==> src/rtl/counter_countdown_pkg.sv <==
// counter_countdown_pkg: shared state encoding and count-width helper for the countdown timer.
package counter_countdown_pkg;
   typedef enum logic [1:0] {IDLE, RUN, PAUSE} cd_state_t;
   function automatic int cnt_width(input int max);
      return $clog2(max + 1);
   endfunction
endpackage

==> src/rtl/counter_countdown.sv <==
// counter_countdown: loadable down-counter with pause, abort, one-shot/periodic reload and expiry pulse.
module counter_countdown
   import counter_countdown_pkg::*;
#(
   parameter int MAX = 12,
   localparam int W = cnt_width(MAX)
) (
   input  logic         clk_i,
   input  logic         rst_i,
   input  logic [W-1:0] d_i,
   input  logic         mode_i,
   input  logic         start_valid_i,
   output logic         start_ready_o,
   input  logic         pause_i,
   input  logic         abort_i,
   output logic [W-1:0] q_o,
   output logic         busy_o,
   output logic         paused_o,
   output logic         expire_o,
   output logic         err_o
);
   localparam logic [W-1:0] MAX_W = W'(MAX);
   cd_state_t    state_q, state_d;
   logic [W-1:0] cnt_q, cnt_d, reload_q, reload_d, v;
   logic         mode_q, mode_d, expire_q, expire_d, err_q, err_d, accept;
   assign start_ready_o = (state_q == IDLE) & ~abort_i;
   assign accept        = start_valid_i & start_ready_o;
   assign v             = (d_i > MAX_W) ? MAX_W : d_i;
   assign q_o           = cnt_q;
   assign busy_o        = state_q != IDLE;
   assign paused_o      = state_q == PAUSE;
   assign expire_o      = expire_q;
   assign err_o         = err_q;
   always_comb begin
      state_d  = state_q;
      cnt_d    = cnt_q;
      reload_d = reload_q;
      mode_d   = mode_q;
      expire_d = 1'b0;
      err_d    = 1'b0;
      if (abort_i) begin
         state_d = IDLE;
         cnt_d   = '0;
      end else if (accept) begin
         err_d    = d_i > MAX_W;
         reload_d = v;
         mode_d   = mode_i;
         state_d  = (v == '0) ? IDLE : RUN;
         cnt_d    = v;
         expire_d = v == '0;
      end else if (state_q != IDLE) begin
         if (pause_i) begin
            state_d = PAUSE;
         end else begin
            state_d = RUN;
            // terminal step: reload in periodic mode, otherwise fall back to idle
            if (cnt_q > W'(1)) begin
               cnt_d = cnt_q - W'(1);
            end else begin
               expire_d = 1'b1;
               cnt_d    = mode_q ? reload_q : '0;
               state_d  = mode_q ? RUN : IDLE;
            end
         end
      end
   end
   always_ff @(posedge clk_i or posedge rst_i) begin
      if (rst_i) begin
         state_q  <= IDLE;
         cnt_q    <= '0;
         reload_q <= '0;
         mode_q   <= 1'b0;
         expire_q <= 1'b0;
         err_q    <= 1'b0;
      end else begin
         state_q  <= state_d;
         cnt_q    <= cnt_d;
         reload_q <= reload_d;
         mode_q   <= mode_d;
         expire_q <= expire_d;
         err_q    <= err_d;
      end
   end
endmodule

==> config.mk <==
export PLATFORM = sky130hd
export DESIGN_NAME = counter_countdown
export DESIGN_NICKNAME = d
export VERILOG_FILES = /design/src/rtl/counter_countdown_pkg.sv /design/src/rtl/counter_countdown.sv
export SDC_FILE = /design/constraint.sdc
export NUM_CORES = 1
export LEC_CHECK = 0
export CAP_MARGIN = 20
export CORE_UTILIZATION = 50
export CTS_CLUSTER_SIZE = 16
export DETAILED_ROUTE_END_ITERATION = 7
export HOLD_SLACK_MARGIN = 0.15
export PLACE_DENSITY = 0.92
export SLEW_MARGIN = 20
export SYNTH_ARGS = -nofsm -noshare
export SYNTH_HDL_FRONTEND = slang
export SYNTH_SLANG_ARGS = --single-unit
==> constraint.sdc <==
create_clock -name clk_i -period 4.8 [get_ports clk_i]
set_input_delay 0.96 -clock clk_i [delete_from_list [all_inputs] [get_ports clk_i]]
set_output_delay 0.96 -clock clk_i [all_outputs]
set_load 0.02 [all_outputs]
=== Word level (Yosys, flattened, before mapping) ===
Cells that the tools add are included.

* Add/sub/neg operators: 1
* Magnitude comparators: 2
* Eq/ne operators: 2
* Mux-type cells: 21
* Bitwise operators: 3
* Reduce and logical (&&, ||, !) cells: 6

{| class="wikitable"
|+ Operators with widths
! kind !! count
|-
| $mux W4 || 7
|-
| $mux W1 || 10
|-
| $mux W2 || 4
|-
| $gt A4 B1 Y1 const B || 1
|-
| $gt A4 B4 Y1 const B || 1
|-
| $logic_not A4 Y1 || 1
|-
| $reduce_and A2 Y1 || 2
|-
| $sub A4 B1 Y4 const B || 1
|-
| $ne A3 B1 Y1 const B || 1
|-
| $reduce_bool A3 Y1 || 1
|-
| $and A1 B1 Y1 || 2
|-
| $eq A2 B2 Y1 const B || 1
|-
| $logic_not A2 Y1 || 1
|-
| $reduce_bool A2 Y1 || 1
|-
| $not A1 Y1 || 1
|}

* Bits in registers: 13
* Input bits: 10
* Output and inout bits: 9
* Word-level logic and storage cells: 41

=== Longest topological paths before layout ===
Gate-level depths: netlist of run 1.

* Word-level depth: 6
* Depth in mapped cells: 6
* Gate-level depth less buffers: 6

=== Least setup slack after synthesis of run 1 ===
Ideal clock, no wire load.

* Path kind: input to output
* Start point: in abort_i
* End point: out start_ready_o
* Data arrival time: 1.441 ns
* Data required time: 3.840 ns
* Setup slack: 2.399 ns
* Stages: 2
* Buffers on the path: 1
* Cell sequence: clkbuf_1 > nor2_1

* Longest elaborated chain between the ends: 2

{| class="wikitable"
|+ Ends and longest elaborated chain
! what !! RTL line !! source
|-
| from (decl) || counter_countdown.sv:15 || <nowiki>input logic abort_i,</nowiki>
|-
| $not A1 Y1 (no source line) || n/a ||
|-
| $and A1 B1 Y1 || counter_countdown.sv:26 || <nowiki>assign start_ready_o = (state_q == IDLE) & ~abort_i;</nowiki>
|-
| to (decl) || counter_countdown.sv:13 || <nowiki>output logic start_ready_o,</nowiki>
|}

No other way between the ends.

=== Final worst setup path of run 1 ===
Same ends and word-level chain as after synthesis.

==> metrics.txt, run 1 <==
top cells by area, synth=dfrtp_1 (45%), nand2_1 (6.7%), a21oi_1 (4.8%); fin crit share=between 60% and 70%; max-cap viol count=0; Peak VDD IR=0.000191 V; Worst-Margin Slew=about 0.49 ns; leakage=approximately 0.00042 uW; CTS root buf=clkbuf_4; Die ar.=about 1600 sq um; Area growth, synth to finish=29.6%; Mean Syn Cell Area=about 8.7 sq um; global-route wire length before repair=between 2 and 3 mm; CP delay by family, top=buffers and inverters; initial core utilization=54.8%; pwr/cell area=336 nW/um^2; Reg clk slew, reported paths=around 0.080 ns; CTS tree=yes; post-synthesis mux area share=1.54%; Yosys Warn Count=0; Layout Nets=117; sw power=110 uW; Synth Area in Compound Gates=16.1%; critical path launch point type=input port; Top-Level Pins=19; maximum clock rate=0.307 GHz; Post-synth top cells=dfrtp_1 (13), nand2_1 (13), nor2_1 (8); Post-Syn Nets=96; Sw Ratio=34.7%; area leader, netlist=dfrtp_1; CP Max Fanout=11; final WL=around 1.6 mm; Final ANT Viol Nets=0; Synth Area in Simple Gates=a little under a third; Synth Area in Adders=3.42%; total track usage=27.2%; final hold vios=0; CP Cell Sequence=clkdlybuf4s50_1 -> nor2_1 -> clkdlybuf4s50_1; # resized after CTS=0; fin. max-slew vios=0; Distinct cells, synth=28; status=completed; Core ar.=1330 sq um; clk_lat worst skew=0.28 ns; Buffers on Ports=18; CP arrival=2.30 ns; Slew HR=roughly two thirds; Int Power=208 uW; DP HPWL=1.25 mm; Die Ht=40.2 um; Period minus WS final=approximately 3.3 ns; H-tree levels=1; pin count of the biggest net entering global routing=14; slowest cell delay on critical path=0.61 ns; Layout Cells excl Fill=119; clock skew=around 0.0015 ns; sum of negative setup slack=0 ns; vias=682; WP data required=approximately 3.8 ns; number of synthesized register bits=13; 1st-iter DRT viols=17; Most used DFF post-synth=dfrtp_1; First-pass DRT Iterations=4; Max Buffers Root-to-Sink=2; via/cell ratio=5.73; post-CTS setup repair buffer count=0; # DRC=0; initial antenna violation count=0; post-DR wirelength/cell=13.4 um; clock share of power=22.1%; worst min path class=reg2reg; crit path kind=in2out; slowest cell on the critical path=clkdlybuf4s50_1; Seq pwr share=43.7%; worst path bufs/invs=2; global placement routability congestion=0.870; Fill cells=about 110; Mapped Area=between 700 and 800 sq um; Mapped Cells=84; RSZ-0062 raised after global routing=false; Synth top area share=44.5%; width of the die=around 40 um; Hold Buf Count CTS=0; post-synthesis sequential area ratio=between 40% and 50%; Logic pwr share=34.2%; Site Rows=13; share of cells above drive strength 1=7.69%; gr ovfl total=0; Setup crit end kind=output port; Final setup viols=0; Clock Sinks=13; Async SR Flop Fraction=100%; cell mode on critical path=clkdlybuf4s50_1; largest family of logic cells by synthesized area=simple AND/OR/NAND/NOR gates; XOR/XNOR Fraction of Synth Area=0%; dpl cells=115; vias in the first global route=654; Post-synth EDFFs=0; Diodes inserted=0; CTS buffer count=3
## cell type report
| class | instances | area, sq um | area share, % |
|---|---|---|---|
| Inverter | 6 | 22.5 | 2.38 |
| Sequential cell | 13 | 325 | 34.3 |
| Tap cell | 15 | 18.8 | 1.98 |
| Multi-Input combinational cell | 63 | 374 | 39.5 |
| Timing Repair Buffer | 18 | 180 | 19.0 |
| Clock buffer | 4 | 26.3 | 2.77 |
## worst paths after layout
kind	depth (start not counted)	slack [ns]	from	to
max	3	1.54	abort_i	start_ready_o
min	2	0.49	reload_q[0]	reload_q[0]
max reg2reg	6	2.89	q_o[0]	q_o[3]
max in group asynchronous	2	3.48	rst_i	state_q[1]
min reg2reg	2	0.49	reload_q[0]	reload_q[0]
min in group asynchronous	2	0.99	rst_i	reload_q[2]
## registers in the layout, indices dropped and copies added, names as in the netlist
register,flops
reload_q,4
state_q,2
expire_o,1
err_o,1
q_o,4
mode_q,1
## cells by family (layout without fill, tap and decap cells)
group,after synthesis,count (layout)
fa+ha+maj,2,2
flops,13,13
simple gates,41,41
buf+inv,8,28
compound gates,19,19
mux,1,1
## power by group through the flow
stage / combinational [uW] / sequential (uW) / clock, uW
floorplan: 64.6 / 144 / 0
global placement: 104 / 140 / 0
detailed placement: 108 / 141 / 0
CTS: 109 / 139 / 69.9
global route: 123 / 141 / 75.3
finish: 109 / 139 / 70.4
## layout by cell type, fill, tap and decap left out, drive strengths merged
cell type      instances
a21oi                  8
a22oi                  1
a311oi                 3
a31oi                  1
and2                   1
and2b                  1
and4                   2
clkbuf                 4
clkdlybuf4s50         18
dfrtp                 13
ha                     2
inv                    6
mux2                   1
nand2                 13
nand2b                 3
nand3                  2
nor2                   8
nor2b                  1
nor3                   4
nor3b                  2
nor4                   1
o21ai                  5
o32ai                  1
or2                    1
or2b                   1
or3                    1
## metal layers
metal	global-route usage (%)	up-vias	routed length (um)
li1	-	335	-
met1	32.2	316	678
met2	43.1	22	785
met3	7.78	9	85
met4	16.7	0	51
met5	0	-	0
## metrics by stage
stage | hold slack (ns) | util [%] | setup WS [ns] | area (sq um) | power [uW]
3_3_place_gp | 0.456 | 69.0 | 1.58 | 921 | 244
4_1_cts | 0.494 | 71.0 | 1.55 | 947 | 317
5_1_grt | 0.514 | 71.0 | 1.45 | 947 | 339
2_1_floorplan | 0.439 | - | 2.40 | 731 | 209
3_5_place_dp | 0.466 | 69.0 | 1.55 | 921 | 249
6_report | 0.490 | 71.0 | 1.54 | 947 | 318
## worst reg2reg max path: stages (launching register included)
cell and delay (ns):
dfrtp_1 0.45, inv_1 0.07, ha_1 0.23, or2_2 0.36, and2_1 0.17, a311oi_1 0.34
o32ai_1 0.16
Power figures use the tool's default switching activity.
==> inputs of run 2 (changes only) <==
CORE_UTILIZATION = 46   (was 50)
PLACE_DENSITY = 0.86   (was 0.92)
clock period = 3.3 ns   (was 4.8 ns; I/O delays follow)
==> run 2 against run 1 <==
  * Combinational power rose by 42%
  * Die area grew 8.2%
  * Worst hold slack lost 0.016 ns
  * Sequential power grew 45%
  * Core utilization fell by 7.3 points
  * First-iteration DRC count rose by 5.9%
  * Worst setup slack worse by 0.91 ns
  * Total power up 43%
  * Cell count is 0.84% higher
  * Count of clock-buffer cells in the layout unchanged
  * Sequential share of layout area about the same
  * Critical endpoint unchanged
  * Largest cell class unchanged
  * Highest routed layer unchanged
==> metrics.txt, run 2 (synthesis results as in run 1) <==
initial core utilization=49.1%; Site Rows=14; most frequent cells in the layout=clkdlybuf4s50_1 (18), nand2_1 (13), dfrtp_1 (13), nor2_1 (8), a21oi_1 (7); slowest cell on the critical path=clkdlybuf4s50_1; clk_lat worst skew=0.28 ns; Slew HR=roughly 68%; Setup crit end kind=output port; DP HPWL=1.17 mm; Diodes inserted=0; status=completed; total track usage=between 10% and 20%; Worst setup startpoint=abort_i; total power=454 uW; Final ANT Viol Nets=0; cell mode on critical path=clkdlybuf4s50_1; pin count of the biggest net entering global routing=14; Period minus WS final=~2.7 ns; post-DR wirelength/cell=12.4 um; pwr/cell area=479 nW/um^2; Top-Level Pins=19; Area growth, synth to finish=29.8%; Die ar.=around 1800 sq um; # DRC=0; sum of negative setup slack=0 ns; 1st-iter DRT viols=18; Max Buffers Root-to-Sink=2; critical path launch point type=input port; slowest cell delay on critical path=just over 0.6 ns; worst min path class=reg2reg; Die Ht=about 42 um; final core occ=63.7%; final hold vios=0; max-cap viol count=0; via/cell ratio=approximately 5.5; post-CTS setup repair buffer count=0; global-route wire length before repair=2.62 mm; CTS tree=yes; Layout Nets=about 120; global placement routability congestion=0.812; First-pass DRT Iterations=4; Worst-Margin Slew=0.484 ns; crit path kind=in2out; worst reg2reg startpoint=q_o[0]; Clock Sinks=13; Core ar.=1490 sq um; Final setup viols=0; CTS root buf=clkbuf_4; maximum clock rate=0.374 GHz; vias=665; RSZ-0062 raised after global routing=false; Layout Cells excl Fill=120; Reg clk slew, reported paths=0.08 ns; H-tree levels=1; Buffers on Ports=18; CP Max Fanout=11; worst hold slack=0.474 ns; gr ovfl total=0; # resized after CTS=0; initial antenna violation count=0; commonest non-fill, non-tap cell in the layout=clkdlybuf4s50_1; WP data required=2.64 ns; dpl cells=roughly 120; final WL=1.48 mm; Hold Buf Count CTS=0; clock skew=roughly 0.0038 ns; CP arrival=2.01 ns; leakage=0.000418 uW; width of the die=roughly 42 um; critical hold path startpoint=reload_q[0]; share of cells above drive strength 1=7.69%; CTS buffer count=3; CP Cell Sequence=clkdlybuf4s50_1 -> nor2_1 -> clkdlybuf4s50_1; vias in the first global route=613; Peak VDD IR=around 0.00033 V; fin. max-slew vios=0; fin crit share=80.9%
## run 2: cell counts in the layout (fill, tap and decap cells not counted)
Identical to the previous run, type by type.
## run 2: area by class of cell
type / instances / area (sq um)
multi-input combinational: 63 / 374
fill: 128 / 541
tap: 16 / 20.0
clock buffer: 4 / 26.3
inverter: 6 / 22.5
timing repair buffer: 18 / 180
sequential: 13 / 325
## run 2: critical path: cells and delay by family
kind	cells	cell delay, ns
buffers and inverters	2	1.19
AND/OR/NAND/NOR	1	0.16
## run 2: final timing paths
path / to / slack (ns) / cells past startpoint
max reg2reg: q_o[3] / 1.49 / 6
max in group asynchronous: reload_q[0] / 2.26 / 2
max: start_ready_o / 0.63 / 3
min in group asynchronous: reload_q[3] / 0.70 / 2
min reg2reg: reload_q[0] / 0.47 / 2
min: reload_q[0] / 0.47 / 2
## run 2: layer usage
layer / vias to the layer above / part of all wire [%] / track usage, % / wire [um]
met5: - / 0 / 0 / 0
li1: 334 / - / - / -
met3: 5 / 4.0 / 3.04 / 60
met1: 311 / 48 / 28.2 / 708
met2: 15 / 46 / 27.5 / 684
met4: 0 / 2.0 / 11.6 / 29
## run 2: per-stage QoR
| stage | instance area, sq um | setup slack, ns |
|---|---|---|
| after floorplan | 731 | 1.50 |
| after global placement | 922 | 0.646 |
| after detailed placement | 922 | 0.645 |
| after CTS | 948 | 0.636 |
| after global routing | 948 | 0.556 |
| final | 948 | 0.629 |
## run 2: power breakdown
group          internal (uW)  total [uW]  switching [uW]  leakage (uW)
combinational           74.4         155            80.4      0.000234
clock                   46.9        99.0            52.2     0.0000150
sequential               180         201            20.3      0.000170
